**src/rtl/isqrt_pkg.sv**
```systemverilog
// Shared types and default widths for the isqrt32 integer square root block.
package isqrt_pkg;

   // Default radicand width (must be even) and the matching root width.
   localparam int DIN_W_DEF  = 32;
   localparam int ROOT_W_DEF = DIN_W_DEF / 2;

   // Controller states: idle, iterating one root bit per cycle, result pulse.
   typedef enum logic [1:0] {
      IDLE = 2'd0,
      CALC = 2'd1,
      DONE = 2'd2
   } isqrt_state_t;

endpackage

```
**src/rtl/isqrt_step.sv**
```systemverilog
// One restoring square-root iteration: bring in two radicand bits, try the
// trial divisor (root<<2)|1, and resolve the next root bit.
// The remainder is ROOT_W+2 bits wide so the final step cannot overflow.
module isqrt_step #(
   parameter int ROOT_W = 16
) (
   input  logic [ROOT_W+1:0] rem_i,
   input  logic [ROOT_W-1:0] root_i,
   input  logic [1:0]        bits_i,
   output logic [ROOT_W+1:0] rem_o,
   output logic [ROOT_W-1:0] root_o
);

   logic [ROOT_W+1:0] rem_sh;
   logic [ROOT_W+1:0] trial;
   logic              take;

   // Shift in the next radicand pair, compare against the trial value and
   // either subtract (root bit 1) or keep the remainder (root bit 0).
   always_comb begin
      rem_sh = (rem_i << 2) | {{ROOT_W{1'b0}}, bits_i};
      trial  = {root_i, 2'b01};
      take   = (rem_sh >= trial);
      rem_o  = take ? (rem_sh - trial) : rem_sh;
      root_o = (root_i << 1) | {{(ROOT_W-1){1'b0}}, take};
   end

endmodule

```
**src/rtl/isqrt32.sv**
```systemverilog
// Sequential integer square root, one root bit per clock, MSB first.
// Handshake: start is accepted in IDLE or DONE (din sampled on that edge);
// busy is high for the ROOT_W iteration cycles, then done pulses for one
// cycle with dout/rem valid; dout/rem hold until the next done pulse.
// Optional macro ISQRT_ROUND_EN rounds dout to nearest (rem stays truncated).
module isqrt32
   import isqrt_pkg::*;
#(
   parameter int DIN_W  = DIN_W_DEF,
   parameter int ROOT_W = DIN_W / 2
) (
   input  logic              clk,
   input  logic              rst_n,
   input  logic              start,
   input  logic [DIN_W-1:0]  din,
   output logic              busy,
   output logic              done,
   output logic [ROOT_W-1:0] dout,
   output logic [ROOT_W:0]   rem,
   output isqrt_state_t      state_dbg_o
);

   localparam int CNT_W = (ROOT_W > 1) ? $clog2(ROOT_W) : 1;

   isqrt_state_t      state_q, state_d;
   logic [DIN_W-1:0]  rad_q,   rad_d;
   logic [ROOT_W-1:0] root_q,  root_d;
   logic [ROOT_W+1:0] prem_q,  prem_d;
   logic [CNT_W-1:0]  cnt_q,   cnt_d;
   logic [ROOT_W-1:0] dout_q,  dout_d;
   logic [ROOT_W:0]   rem_q,   rem_d;

   logic [ROOT_W+1:0] step_rem;
   logic [ROOT_W-1:0] step_root;
   logic [ROOT_W-1:0] final_root;

   // Single shared iteration step, fed from the partial root/remainder and
   // the top two bits of the shifting radicand register.
   isqrt_step #(.ROOT_W(ROOT_W)) u_step (
      .rem_i  (prem_q),
      .root_i (root_q),
      .bits_i (rad_q[DIN_W-1 -: 2]),
      .rem_o  (step_rem),
      .root_o (step_root)
   );

`ifdef ISQRT_ROUND_EN
   // Round to nearest: bump the root when the remainder exceeds it,
   // but never wrap past the largest representable root.
   always_comb begin
      final_root = step_root;
      if ((step_rem > {2'b00, step_root}) && (step_root != {ROOT_W{1'b1}})) begin
         final_root = step_root + 1'b1;
      end
   end
`else
   // Floor root is delivered unchanged.
   always_comb begin
      final_root = step_root;
   end
`endif

   // Next-state and datapath update for the IDLE/CALC/DONE controller.
   always_comb begin
      state_d = state_q;
      rad_d   = rad_q;
      root_d  = root_q;
      prem_d  = prem_q;
      cnt_d   = cnt_q;
      dout_d  = dout_q;
      rem_d   = rem_q;
      case (state_q)
         IDLE, DONE: begin
            if (start) begin
               rad_d   = din;
               root_d  = '0;
               prem_d  = '0;
               cnt_d   = CNT_W'(ROOT_W - 1);
               state_d = CALC;
            end else begin
               state_d = IDLE;
            end
         end
         CALC: begin
            root_d = step_root;
            prem_d = step_rem;
            rad_d  = rad_q << 2;
            cnt_d  = cnt_q - 1'b1;
            if (cnt_q == '0) begin
               // Last bit resolved: publish results as DONE is entered.
               dout_d  = final_root;
               rem_d   = step_rem[ROOT_W:0];
               state_d = DONE;
            end
         end
         default: begin
            state_d = IDLE;
         end
      endcase
   end

   // State and datapath registers, all cleared by the asynchronous reset.
   always_ff @(posedge clk or negedge rst_n) begin
      if (!rst_n) begin
         state_q <= IDLE;
         rad_q   <= '0;
         root_q  <= '0;
         prem_q  <= '0;
         cnt_q   <= '0;
         dout_q  <= '0;
         rem_q   <= '0;
      end else begin
         state_q <= state_d;
         rad_q   <= rad_d;
         root_q  <= root_d;
         prem_q  <= prem_d;
         cnt_q   <= cnt_d;
         dout_q  <= dout_d;
         rem_q   <= rem_d;
      end
   end

   assign busy        = (state_q == CALC);
   assign done        = (state_q == DONE);
   assign dout        = dout_q;
   assign rem         = rem_q;
   assign state_dbg_o = state_q;

endmodule
```
**config.mk**
```make
export PLATFORM = sky130hd
export DESIGN_NAME = isqrt32
export DESIGN_NICKNAME = d
export VERILOG_FILES = /design/src/rtl/isqrt_pkg.sv /design/src/rtl/isqrt_step.sv /design/src/rtl/isqrt32.sv
export SDC_FILE = /design/constraint.sdc
export NUM_CORES = 1
export LEC_CHECK = 0
export ABC_AREA = 1
export CAP_MARGIN = 30
export CORE_MARGIN = 5
export CORE_UTILIZATION = 68
export DETAILED_ROUTE_END_ITERATION = 12
export DONT_BUFFER_PORTS = 1
export HOLD_SLACK_MARGIN = 0.1
export PLACE_DENSITY = 0.83
export SLEW_MARGIN = 10
export SYNTH_ARGS = -nofsm -noshare
export SYNTH_HDL_FRONTEND = slang
export SYNTH_SLANG_ARGS = --single-unit
```
**constraint.sdc**
```tcl
create_clock -name clk -period 5.1 [get_ports clk]
set_clock_uncertainty 0.2 [all_clocks]
set_input_delay 1.02 -clock clk [delete_from_list [all_inputs] [get_ports clk]]
set_output_delay 1.02 -clock clk [all_outputs]
set_load 0.1 [all_outputs]
```
==> results.toml, run 1 <==
[synth]
ys_seq_elements = 103
ys_types = 37
ys_seq_area_frac = 0.463
ys_warn_count = 0
yosys.area.top_type_share = 0.463
synth_fp_nets = 740
syn_area_per_cell_um2 = 8.11
synth_area_leaders = "dfrtp_1 46%, nand2_1 15%, inv_1 6.6%"
synth_cells = 686
yosysTopAreaCell = "dfrtp_1"
syn-cell-area_um2 = 5560

[cells_and_area]
multiInputGateArea_um2 = 2430
final_common_cell = "nand2_1"
nets = 726
layout.area.seq_um2 = 2580
final_cell_mix = "218 x nand2_1, 103 x dfrtp_1, 98 x inv_1"
syn_to_final_growth_pct = 4.36
layout-drive-gt1-share = 0.0842
num_antenna_cells = 0
fillers = 645

[cts]
numClockSinks = 103
numCtsBuffers = 9
cts_root_buffer = "clkbuf_8"
clockBufferDepth = 2
cts_resized = 0
cts_hold_buf = 0
clkTransAtPathRegs_ns = 0.10
cts_tree = "done"
htreeDepth = 3
clk-insertion-delay-late_ns = 0.37
postCtsSetupRepairBufs = 0

[global_routing]
antenna_found_initial = 0
first_global_vias = 4490
grt_usage = 0.257
overflow = 0
grt_pass1_wl_mm = 20.7
grt_max_degree = 104

[timing]
hold_ws_ns = 0.131
hold_viol_final = 0
setup_viol = 0
tns_ns = 0
slew_headroom = 0.353
tightest_slew_ns = 0.971
slew_viol_final = 0
period_share = 0.749
max_freq_ghz = 0.262
rsz0062_at_grt = "false"
fin_crit_ns = 3.82

[drt]
ant_nets = 0
wl_per_cell_um = 15.3
vias_per_cell = 5.75
drc_errors = 0
wl_mm = 11.9
initialDrtViolationCount = 336
first_pass_iters = 7
vias = 4498

[placement]
hpwl_mm = 8.41
gp_congestion = 0.865
port_buffers = 0

[run]
maxCapViolCount = 0

[floorplan]
num_rows = 33
io-pin-count = 72
die_area_um2 = 10100
die_w_um = 100
start_util = 0.687
coreArea_um2 = 8090
die_y_um = 100

[critical_path]
worstSetupEndpointType = "register"
critPathMaxStageDelay_ns = 0.77
reg2reg_slack_ns = 1.28
crit_path_start = "state_dbg_o[0]"
critPathSlowestCell = "dfrtp_1"
crit_family = "buffers and inverters"
r2r_cells = 7
cp.required_ns = 5.20
worstPathMaxFanout = 49
crit_chain = "inv_2 > nor2_4 > inv_2 > nand2_1 > inv_2 > nand2_1 > nand2_1"
cp_data_arrival_time_ns = 3.93
critical_path_class = "register to register"
crit_cells = 7
r2r-start = "state_dbg_o[0]"
crit_path_start_kind = "register"
cp.buffers_inverters = 3
rr_endpoint = "prem_q[8]"
crit_end = "prem_q[8]"

[min_path]
min_path_type = "primary input to asynchronous set/reset pin"

[outcome]
status = "complete, no violations"
## registers in the layout, summed over array words and instances, names as in the netlist
| register | flops |
|---|---|
| rem | 17 |
| root_q | 16 |
| prem_q | 16 |
| dout | 16 |
| state_dbg_o | 2 |
| rad_q | 32 |
| cnt_q | 4 |
## cells by family (layout without fill, tap and decap cells)
group | after synthesis | after routing | share of synthesized area
flops | 103 | 103 | 0.463
compound gates | 83 | 83 | 0.103
simple gates | 339 | 339 | 0.279
buf+inv | 135 | 126 | 0.101
xor+xnor | 7 | 7 | 0.0110
fa+ha+maj | 19 | 19 | 0.0427
## layer usage
layer	wire, um	GRT usage
met4	218	0.111
met1	5250	0.331
met5	0	0
met3	708	0.0584
met2	5760	0.419
## synthesized netlist by cell type (all sizes together)
library cell and n:
nand2 236, inv 106, dfrtp 103, nand3 70
o221ai 28, o21ai 23, ha 19, nor2 18
clkbuf 17, o22ai 16, buf 12, a21oi 11
nand3b 8, xor2 5, and2 2, nand4 2
nor3 2, o211ai 2, xnor2 2, a22oi 1
o21a 1, o31ai 1, or4 1
## stage by stage
| step | util | instance area (um^2) | setup slack, ns | instances |
|---|---|---|---|---|
| 2_1_floorplan | - | 5560 | 1.58 | 686 |
| 3_3_place_gp | 0.687 | 5560 | 1.48 | 765 |
| 3_5_place_dp | 0.689 | 5580 | 1.36 | 766 |
| 4_1_cts | 0.717 | 5800 | 1.32 | 782 |
| 5_1_grt | 0.717 | 5800 | 1.02 | 782 |
| 6_report | 0.717 | 5800 | 1.28 | 782 |
## how the worst min path moves through the flow
| stage | start | endpoint |
|---|---|---|
| detailed placement | prem_q[10] | prem_q[10] |
| global placement | prem_q[15] | prem_q[15] |
| CTS | rst_n | dout[4] |
| finish | rst_n | dout[4] |
| floorplan | prem_q[15] | prem_q[15] |
| global route | rst_n | dout[4] |
## final cells by class
class	instances	share of cell area
multi-input combinational	448	0.419
inverter	106	0.0685
sequential	103	0.444
timing repair buffer	4	0.00647
tap	105	0.0226
clock inverter	6	0.0157
clock buffer	10	0.0237
Power of run 1 is left out: the tool's default activity adds up to more than one toggle a clock period on the data nets, which glitch-free logic cannot reach.
==> inputs of run 2 (changes only) <==
--- a/config.mk
+++ b/config.mk
@@ -8,11 +8,11 @@
 export ABC_AREA = 1
 export CAP_MARGIN = 30
 export CORE_MARGIN = 5
-export CORE_UTILIZATION = 68
+export CORE_UTILIZATION = 64
 export DETAILED_ROUTE_END_ITERATION = 12
 export DONT_BUFFER_PORTS = 1
 export HOLD_SLACK_MARGIN = 0.1
-export PLACE_DENSITY = 0.83
+export PLACE_DENSITY = 0.79
 export SLEW_MARGIN = 10
 export SYNTH_ARGS = -nofsm -noshare
 export SYNTH_HDL_FRONTEND = slang
==> constraint.sdc (replaced) <==
create_clock -name clk -period 3.75 [get_ports clk]
set_clock_uncertainty 0.2 [all_clocks]
set_input_delay 0.75 -clock clk [delete_from_list [all_inputs] [get_ports clk]]
set_output_delay 0.75 -clock clk [all_outputs]
set_load 0.1 [all_outputs]
==> results.toml, run 2 (synthesis results as in run 1) <==
[critical_path]
worstPathMaxFanout = 49
crit_path_start_kind = "register"
crit_chain = "inv_2 > nor2_4 > inv_2 > buf_4 > nor2_4 > inv_2 > nand2_1 > o21ai_0"
cp.required_ns = 3.83
critPathMaxStageDelay_ns = 0.57
critPathSlowestCell = "inv_2"
critical_path_class = "register to register"
cp_data_arrival_time_ns = 2.75
worstSetupEndpointType = "register"
worst_path_most_repeated_cell = "inv_2"

[cts]
postCtsSetupRepairBufs = 0
cts_root_buffer = "clkbuf_8"
numCtsBuffers = 9
cts_tree = "done"
numClockSinks = 103
clkTransAtPathRegs_ns = 0.11
cts_hold_buf = 1
clk-insertion-delay-late_ns = 0.36
clockBufferDepth = 2
cts_resized = 0
htreeDepth = 3

[placement]
gp_congestion = 0.842
post-place-ws_ns = 1.09
hpwl_mm = 9.22
place_area_um2 = 5590
port_buffers = 0
dp_cells = 771

[cells_and_area]
largest_reg_flops = 32
fillers = 708
final_cell_mix = "218 x nand2_1, 103 x dfrtp_1, 98 x inv_1"
final_common_cell = "nand2_1"
num_antenna_cells = 0
nets = 729
syn_to_final_growth_pct = 4.52
regMostFlops = "rad_q"
multiInputGateArea_um2 = 2430
layout-drive-gt1-share = 0.0882
layout.area.seq_um2 = 2580
postLayoutCellArea_um2 = 5810
layout.cells.non_filler = 788

[drt]
vias = 4463
first_pass_iters = 4
wl_per_cell_um = 16.1
initialDrtViolationCount = 234
wl_mm = 12.7
drc_errors = 0
ant_nets = 0
vias_per_cell = 5.66

[min_path]
min_path_type = "primary input to asynchronous set/reset pin"

[timing]
tns_ns = 0
slew_viol_final = 0
setup_viol = 0
period_share = 0.712
rsz0062_at_grt = "false"
hold_viol_final = 0
fin_crit_ns = 2.67
slew_headroom = 0.374
fin_ws_ns = 1.08
max_freq_ghz = 0.375
tightest_slew_ns = 0.940

[floorplan]
start_util = 0.647
coreArea_um2 = 8590
die_w_um = 103
die_y_um = 103
num_rows = 34
io-pin-count = 72
die_area_um2 = 10700

[run]
maxCapViolCount = 0

[global_routing]
grt_usage = 0.252
antenna_found_initial = 0
overflow = 0
grt_pass1_wl_mm = 20.9
grt_max_degree = 104
first_global_vias = 4227

[outcome]
status = "complete, no violations"
==> run 2: cell types whose count changed in the layout (fill, tap and decap cells not counted), sizes merged <==
cell,change
clkinv,+1
bufinv,-2
inv,+1
buf,+3
==> run 2: routing by layer <==
metal	up-vias	routed length, um	GRT usage
li1	2195	-	-
met1	2140	5520	0.341
met2	113	6270	0.414
met3	15	628	0.0449
met4	0	239	0.0827
met5	-	0	0
==> run 2: through the flow <==
| stage | util | hold slack [ns] |
|---|---|---|
| floorplan | - | 0.253 |
| global placement | 0.650 | 0.260 |
| detailed placement | 0.650 | 0.259 |
| CTS | 0.676 | 0.130 |
| global route | 0.676 | 0.114 |
| finish | 0.676 | 0.0869 |
==> run 2: final timing paths <==
| path | startpoint | endpoint | slack [ns] | cells past startpoint |
|---|---|---|---|---|
| max in group asynchronous | rst_n | rad_q[31] | 2.84 | 1 |
| min in group clk | rad_q[29] | rad_q[29] | 0.31 | 2 |
| worst max-delay path | state_dbg_o[0] | dout[8] | 1.08 | 8 |
| worst min-delay path | rst_n | rem[10] | 0.09 | 1 |
| worst min register to register | rad_q[29] | rad_q[29] | 0.31 | 2 |
| worst max register to register | state_dbg_o[0] | dout[8] | 1.08 | 8 |
==> run 2: final cells by class <==
class | instances | area share
Timing Repair Buffer | 7 | 0.0125
Inverter | 106 | 0.0684
Clock buffer | 10 | 0.0237
Tap cell | 108 | 0.0232
Multi-Input combinational cell | 448 | 0.418
Sequential cell | 103 | 0.443
Clock inverter | 6 | 0.0105
==> run 2: critical path: cells and delay by family (launching register included) <==
| family | cells | cell delay (ns) |
|---|---|---|
| AOI/OAI and AO/OA | 1 | 0.11 |
| DFF | 1 | 0.40 |
| buffers and inverters | 4 | 1.47 |
| and+or+nand+nor | 3 | 0.39 |
Power of run 2 is left out for the same reason.
==> inputs of run 3 (changes only) <==
==> constraint.sdc (replaced) <==
create_clock -name clk -period 2.66 [get_ports clk]
set_clock_uncertainty 0.2 [all_clocks]
set_input_delay 0.532 -clock clk [delete_from_list [all_inputs] [get_ports clk]]
set_output_delay 0.532 -clock clk [all_outputs]
set_load 0.1 [all_outputs]
==> results.toml, run 3 (synthesis results as in run 1) <==
[outcome]
status = "finished, violations left"
violations = "hold timing"

[cts]
cts_tree = "done"
numClockSinks = 103
clockBufferDepth = 2
cts_root_buffer = "clkbuf_8"
clk-insertion-delay-late_ns = 0.38
htreeDepth = 3
postCtsSetupRepairBufs = 0
numCtsBuffers = 9
clkTransAtPathRegs_ns = 0.10
cts_resized = 0

[global_routing]
first_global_vias = 4641
overflow = 0
met3_usage = 0.0537
grt_pass1_wl_mm = 21.9
antenna_found_initial = 0
use_met2 = 0.452
use_met1 = 0.333
grt_max_degree = 104
grt_usage = 0.263
busiest_layer = "met2"

[timing]
slew_headroom = 0.497
rsz0062_at_grt = "false"
hold_viol_final = 103
tns_ns = 0
hold_ws_ns = -0.359
period_share = 0.918
slew_viol_final = 0
setup_viol = 0
fin_crit_ns = 2.44
max_freq_ghz = 0.410
tightest_slew_ns = 0.753

[drt]
ant_nets = 0
drc_errors = 0
initialDrtViolationCount = 234
vias_per_cell = 5.62
wl_per_cell_um = 15.9
wl_mm = 13.1
vias = 4622
first_pass_iters = 5

[placement]
gp_congestion = 0.927
hpwl_mm = 9.24
port_buffers = 0

[floorplan]
io-pin-count = 72
start_util = 0.647
die_w_um = 103
coreArea_um2 = 8590
num_rows = 34
die_area_um2 = 10700
die_y_um = 103

[critical_path]
critical_path_class = "register to register"
worstPathMaxFanout = 18
crit_path_start_kind = "register"
worstSetupEndpointType = "register"
cp_data_arrival_time_ns = 2.50
cp.required_ns = 2.72

[cells_and_area]
final_common_cell = "nand2_1"
nets = 765
final_cell_mix = "218 x nand2_1, 103 x dfrtp_1, 98 x inv_1"
largest_reg_flops = 32
regMostFlops = "rad_q"
layout-drive-gt1-share = 0.131
syn_to_final_growth_pct = 8.75
num_antenna_cells = 0

[min_path]
min_path_type = "primary input to asynchronous set/reset pin"

[run]
maxCapViolCount = 0
## run 3: through the flow
stage | setup slack (ns) | cell area (um^2) | hold WS, ns | utilization | instances
finish | 0.218 | 6050 | -0.359 | 0.704 | 823
global route | 0.0643 | 6050 | -0.379 | 0.704 | 823
CTS | 0.239 | 6050 | -0.364 | 0.704 | 823
detailed placement | 0.284 | 5880 | 0.0395 | 0.684 | 808
global placement | 0.376 | 5880 | 0.0406 | 0.684 | 808
floorplan | 0.0582 | 5560 | 0.0364 | - | 686
## run 3: critical path, cell delays in order (launching register included)
cell,delay [ns]
dfrtp_1,0.37
inv_1,0.13
ha_1,0.33
nand2_2,0.13
inv_2,0.05
nand2_2,0.09
nor2_4,0.05
nand3_2,0.06
nand2_2,0.09
nor2_8,0.30
nand2_8,0.20
nand2_1,0.12
nand2_1,0.08
nand2_1,0.07
nand2_1,0.05
## run 3: final timing paths
path | to | slack [ns] | from | depth (start not counted)
setup / recovery | rem[4] | 0.22 | root_q[7] | 14
hold / removal | root_q[7] | -0.36 | rst_n | 0
setup reg to reg | rem[4] | 0.22 | root_q[7] | 14
hold reg to reg | dout[11] | 0.29 | dout[11] | 2
max in group asynchronous | root_q[0] | 2.41 | rst_n | 0
min in group clk | rad_q[27] | 0.11 | din[27] | 2
## run 3: per-layer routing
| metal | part of all wire | up-vias | wire length [um] |
|---|---|---|---|
| li1 | - | 2270 | - |
| met1 | 0.42 | 2197 | 5470 |
| met2 | 0.51 | 134 | 6610 |
| met3 | 0.059 | 21 | 769 |
| met4 | 0.017 | 0 | 227 |
| met5 | 0 | - | 0 |
## run 3: layout make-up
class | instances | area [um^2]
Timing Repair Buffer | 43 | 335
Clock buffer | 10 | 128
Inverter | 106 | 398
Fill cell | 686 | 2540
Multi-Input combinational cell | 448 | 2430
Sequential cell | 103 | 2580
Tap cell | 108 | 135
Clock inverter | 5 | 43.8
Power of run 3 is left out for the same reason.
